<file path="src/rtl/reg_file_mp.sv">
// reg_file_mp: parametrised multi-read-port register file for the RISC-V core.
// After reset an init sweep writes every register (x2/x3 get programmable
// values, the rest are cleared) while o_busy is high. A halted-mode debug port
// with a req/ack handshake gives the serial debugger read/write access.
// Optional feature macro: RF_BYPASS_EN -- write-through forwarding from the
// core write port to the read ports in the same cycle.
module reg_file_mp #(
  parameter int                DWIDTH  = 32,
  parameter int                AWIDTH  = 5,
  parameter int                MDEPTH  = 32,
  parameter int                NRD     = 2,
  parameter logic [DWIDTH-1:0] SP_INIT = DWIDTH'(32'h0000_0F00),
  parameter logic [DWIDTH-1:0] GP_INIT = DWIDTH'(32'h0000_0100)
) (
  input  logic                  CLK,
  input  logic                  RSTn,
  input  logic                  i_dbg_run,
  input  logic                  WE,
  input  logic [AWIDTH-1:0]     WA,
  input  logic [DWIDTH-1:0]     WD,
  input  logic [NRD*AWIDTH-1:0] RA,
  output logic [NRD*DWIDTH-1:0] RD,
  input  logic                  i_dbg_req,
  input  logic                  i_dbg_we,
  input  logic [AWIDTH-1:0]     i_dbg_addr,
  input  logic [DWIDTH-1:0]     i_dbg_wdata,
  output logic                  o_dbg_ack,
  output logic [DWIDTH-1:0]     o_dbg_rdata,
  output logic                  o_busy
);

  localparam logic [1:0] ST_INIT = 2'd0;
  localparam logic [1:0] ST_IDLE = 2'd1;
  localparam logic [1:0] ST_ACK  = 2'd2;

  // Index width that covers exactly the implemented registers.
  localparam int                IW       = (MDEPTH > 1) ? $clog2(MDEPTH) : 1;
  localparam logic [AWIDTH-1:0] LAST_IDX = AWIDTH'(MDEPTH - 1);

  logic [DWIDTH-1:0] rf_q [MDEPTH];
  logic [1:0]        state_q, state_d;
  logic [AWIDTH-1:0] idx_q, idx_d;
  logic [DWIDTH-1:0] dbg_rdata_q, dbg_rdata_d;

  logic              busy;
  logic              core_we;
  logic              dbg_acc;
  logic              dbg_wr;
  logic              wr_en;
  logic [IW-1:0]     wr_idx;
  logic [DWIDTH-1:0] wr_data;

  // Value the init sweep places in register a.
  function automatic logic [DWIDTH-1:0] init_val(input logic [AWIDTH-1:0] a);
    if (a == AWIDTH'(2)) return SP_INIT;
    if (a == AWIDTH'(3)) return GP_INIT;
    return '0;
  endfunction

  // True for a writable/readable address: not x0 and inside the array.
  function automatic logic addr_ok(input logic [AWIDTH-1:0] a);
    return (a != '0) && (32'(a) < MDEPTH);
  endfunction

  assign busy    = (state_q == ST_INIT);
  // Core writes need run=1, debug accepts need run=0, so they never collide.
  assign core_we = WE && addr_ok(WA) && i_dbg_run && !busy;
  assign dbg_acc = (state_q == ST_IDLE) && i_dbg_req && !i_dbg_run;
  assign dbg_wr  = dbg_acc && i_dbg_we && addr_ok(i_dbg_addr);

  assign o_busy      = busy;
  assign o_dbg_ack   = (state_q == ST_ACK);
  assign o_dbg_rdata = dbg_rdata_q;

  // Next-state logic for the init sweep / debug handshake FSM.
  always_comb begin
    // NOTE: every variable gets a default first so no path leaves it unassigned (no latch).
    state_d     = state_q;
    idx_d       = idx_q;
    dbg_rdata_d = dbg_rdata_q;
    case (state_q)
      ST_INIT: begin
        if (idx_q == LAST_IDX) begin
          state_d = ST_IDLE;
          idx_d   = '0;
        end else begin
          idx_d = idx_q + AWIDTH'(1);
        end
      end
      ST_IDLE: begin
        if (dbg_acc) begin
          state_d = ST_ACK;
          if (!i_dbg_we) begin
            dbg_rdata_d = addr_ok(i_dbg_addr) ? rf_q[i_dbg_addr[IW-1:0]] : '0;
          end
        end
      end
      ST_ACK:  state_d = ST_IDLE;
      default: begin
        state_d = ST_INIT;
        idx_d   = '0;
      end
    endcase
  end

  // Control and debug read-data state; reset restarts the sweep and drops any ack.
  always_ff @(posedge CLK or negedge RSTn) begin
    if (!RSTn) begin
      state_q     <= ST_INIT;
      idx_q       <= '0;
      dbg_rdata_q <= '0;
    end else begin
      // NOTE: sequential state uses non-blocking assignments so every flop samples pre-edge values.
      state_q     <= state_d;
      idx_q       <= idx_d;
      dbg_rdata_q <= dbg_rdata_d;
    end
  end

  // Single array write port shared by the init sweep, debug writes and core writes.
  always_comb begin
    wr_en   = 1'b0;
    wr_idx  = '0;
    wr_data = '0;
    if (busy) begin
      wr_en   = 1'b1;
      wr_idx  = idx_q[IW-1:0];
      wr_data = init_val(idx_q);
    end else if (dbg_wr) begin
      wr_en   = 1'b1;
      wr_idx  = i_dbg_addr[IW-1:0];
      wr_data = i_dbg_wdata;
    end else if (core_we) begin
      wr_en   = 1'b1;
      wr_idx  = WA[IW-1:0];
      wr_data = WD;
    end
  end

  // Register array storage.
  // NOTE: the array has no reset; the post-reset init sweep gives it defined contents.
  always_ff @(posedge CLK) begin
    if (wr_en) rf_q[wr_idx] <= wr_data;
  end

  // Asynchronous read ports: init values during the sweep, array contents afterwards.
  always_comb begin : rd_ports
    logic [AWIDTH-1:0] ra;
    ra = '0;
    RD = '0;
    for (int k = 0; k < NRD; k++) begin
      ra = RA[k*AWIDTH +: AWIDTH];
      if (busy) begin
        RD[k*DWIDTH +: DWIDTH] = init_val(ra);
      end else if (addr_ok(ra)) begin
        RD[k*DWIDTH +: DWIDTH] = rf_q[ra[IW-1:0]];
      end
`ifdef RF_BYPASS_EN
      // Forward the qualified core write to any port reading the same register.
      if (core_we && (ra == WA)) begin
        RD[k*DWIDTH +: DWIDTH] = WD;
      end
`endif
    end
  end

endmodule

</file>
<file path="config.mk">
export PLATFORM = sky130hd
export DESIGN_NAME = reg_file_mp
export DESIGN_NICKNAME = d
export VERILOG_FILES = /design/src/rtl/reg_file_mp.sv
export SDC_FILE = /design/constraint.sdc
export NUM_CORES = 2
export LEC_CHECK = 0
export CAP_MARGIN = 20
export CORE_MARGIN = 2
export CORE_UTILIZATION = 53
export DETAILED_ROUTE_END_ITERATION = 16
export PLACE_DENSITY = 0.7
export SYNTH_ARGS = -nofsm -noshare
export SYNTH_HDL_FRONTEND = slang
export SYNTH_SLANG_ARGS = --single-unit
</file>
<file path="constraint.sdc">
create_clock -name CLK -period 7.69 [get_ports CLK]
set_input_delay 1.538 -clock CLK [delete_from_list [all_inputs] [get_ports CLK]]
set_output_delay 1.538 -clock CLK [all_outputs]
set_load 0.01 [all_outputs]
</file>
==> run metrics <==
leading cell type in the layout, fill and taps excluded=edfxtp_1; routability congestion estimate=between 0.8 and 0.9; IO Port Bufs=roughly 190; global-route wire length before repair=263 mm; CP cell instances=buf_8 -> buf_12 -> mux4_2 -> mux2_2 -> o21ai_0 -> a2111oi_0 -> buf_4 -> clkdlybuf4s50_1; Layout area overhead=13.6%; core box area=107000 sq um; Slew @ Worst Pin=approximately 1.2 ns; DRC viols=0; post-synthesis sequential area ratio=a little under three fifths; height of the die=between 300 and 400 um; Finished Layout Cells=4626; Slew Limit Fails=0; CP arrival=around 4.6 ns; largest family of logic cells by synthesized area=multiplexers; max_cap viols=0; outcome=finished clean; Congestion Overflow GR=0; clock sinks=approximately 1100; I/O pin count=about 190; initial antenna violation count=1; hold worst-path end=o_dbg_rdata[8]$_DFFE_PN0P_; Hold Path Origin=o_dbg_rdata[8]$_DFFE_PN0P_; clk_skew=around 0.019 ns; die width=333 um; Fillers=around 7600; Worst R2R Start=state_q[0]$_DFFE_PN0P_; Total Wirelength=~190 mm; Int Power=11.8 mW; Synth cell types=51; Inst Count DP=4410; Global Route Usage Sum=roughly a third; CTS Buffer Depth=3; sw power=4.60 mW; most frequent cells in the layout=edfxtp_1 (1024), mux4_2 (837), clkdlybuf4s50_1 (175), clkbuf_16 (112), mux2i_1 (108); Worst R2R Setup Slack=approximately 3.4 ns; share of cells above drive strength 1=roughly two fifths; mapped cell area=~57000 sq um; vias in the first global route=~37000; element type at the critical path start=input pin; ANT nets after route=0; VDD IR max=185 uV; routed len/inst=~40 um; Hold Path Depth=1; initial DRC count=~5900; YS warnings=0; Sequential Power Share=~44%; Final Hold Fails=0; post-synthesis mux area share=roughly a third; Syn Inst Count=roughly 3000; CTS root buf=clkbuf_16; Setup CP Type=input pin to primary output; Net Count, Synth=about 3100; Worst setup EP type=primary output; FF+latch count, synth=about 1100; Async SR Flop Fraction=under 10%; Tmin final=roughly 6.2 ns; CTS hold repair buffers=0; FF-to-FF path depth=8; fin crit share=about four fifths; DR pass1 iterations=5; EDFF count, synth=~1000; CTS Buf Count=approximately 110; Clk network pwr share=between 30% and 40%; pin count of the biggest net entering global routing=approximately 110; Max H-tree Level=3; DR vias/cell=roughly 7.8; Setup Fix Bufs, Post-CTS=0; switch share=28.1%; Starting Density=53.5%; post-synthesis adder-cell area fraction=less than 1%; nets=roughly 3200; CTS tree=yes; setup TNS=0 ns; Fmax=~0.16 GHz; Worst R2R End=rf_q[8][6]$_DFFE_PP_; Leak=20.8 nW; CP peak stage delay=between 0.6 and 0.7 ns; Die Area=111000 sq um; Comb pwr share=approximately 22%; Worst-Skew Late Latency=about 0.7 ns; Worst-path clk slew=0.06 ns; Post-CTS Resized=0; Setup violations, final=0; Synth Area in Compound Gates=4.40%; diodes inserted=0; top_reg_cell synth=edfxtp_1; post-synthesis xor/xnor area fraction=0%; Syn Area/Cell=around 19 sq um; Critical Path Fanout Max=78; Rows=120; via count=36035; RSZ-0062 raised after global routing=no; Worst Path Required=approximately 6.2 ns; hold crit path type=flip-flop to flip-flop; placed wire-length estimate=between 100 and 150 mm; Crit-path slowest cell=a2111oi_0; simple-gate share of the synthesized area=under 10%; pwr/cell area=around 250 nW/um^2; Rel. slew slack=17.0%
state kept, by name, summed over array words and instances (netlist names):
register	flops
rf_q	1024
state_q	2
idx_q	5
o_dbg_rdata	32
worst max path at each step:
stage,to,slack (ns),start
3_3_place_gp,RD[46],1.64,RA[5]
4_1_cts,RD[0],1.60,RA[1]
3_5_place_dp,RD[46],1.62,RA[5]
6_report,RD[0],1.51,RA[1]
2_1_floorplan,RD[10],2.85,RA[0]
5_1_grt,RD[42],1.46,RA[5]
area by class of cell:
class                      instances  area [sq um]  share of cell area [%]
clock inverter                    73           862                    1.32
timing repair buffer             311          3270                    5.02
tap                             1403          1760                    2.69
sequential                      1063         31700                    48.7
clock buffer                     131          2890                    4.44
multi-input combinational       1602         24500                    37.6
inverter                          43           164                   0.251
worst max-delay path, delay by kind of cell:
kind,cells,cell delay (ns)
buffers and inverters,4,1.68
AOI/OAI and AO/OA,2,0.84
muxes,2,0.46
cell usage after synthesis (all sizes together) (2+ instances only):
master	count	area, sq um
nand3b	2	15.0
o22ai	56	350
or2	2	12.5
a211o	2	17.5
a21oi	78	390
a221oi	2	17.5
nor2b	57	357
a22oi	8	60.1
a22o	86	753
a211oi	86	646
ha	8	100
a31oi	4	25.0
nand2b	11	68.8
o21a	4	30.0
mux2	26	293
nor2	61	229
nor3	35	175
buf	145	795
inv	43	161
mux2i	108	1080
edfxtp	1024	30700
o21bai	2	15.0
nand4	4	25.0
o21ai	23	115
nand2	34	128
and2	33	206
o211ai	3	22.5
dfrtp	39	976
mux4	837	18900
clkbuf	134	504
nand3	13	65.1
or4	2	15.0
a32o	2	20.0
a2111oi	2	17.5
routing by layer:
| metal | up-vias | track usage, % | wire length (um) |
|---|---|---|---|
| li1 | 13482 | - | - |
| met1 | 18926 | 46.1 | 65200 |
| met2 | 3036 | 51.2 | 85700 |
| met3 | 589 | 7.94 | 23900 |
| met4 | 2 | 16.6 | 10400 |
| met5 | - | 0 | 7 |
cells by family (layout without fill, tap and decap cells):
family	count (synthesis)	in the layout
mux	971	971
simple gates	260	260
flops	1063	1063
fa+ha+maj	8	8
buf+inv	322	558
compound gates	363	363
per-stage QoR:
stage | hold WS, ns | cell area, sq um | util, % | power [mW] | setup slack [ns]
4_1_cts | 0.514 | 64900 | 60.5 | 16.3 | 1.60
6_report | 0.508 | 65200 | 60.8 | 16.4 | 1.51
5_1_grt | 0.540 | 65200 | 60.8 | 16.8 | 1.46
3_5_place_dp | 0.502 | 61100 | 57.0 | 10.8 | 1.62
2_1_floorplan | 0.482 | 57400 | - | 9.13 | 2.85
3_3_place_gp | 0.496 | 61100 | 57.0 | 10.7 | 1.64
power groups by stage:
stage,clock network (mW),logic (mW),registers [mW]
floorplan,0,1.86,7.27
global placement,0,3.36,7.31
detailed placement,0,3.45,7.34
CTS,5.63,3.46,7.22
global route,5.86,3.68,7.26
finish,5.60,3.55,7.23
Note: power is estimated with default switching activity, not from simulation.
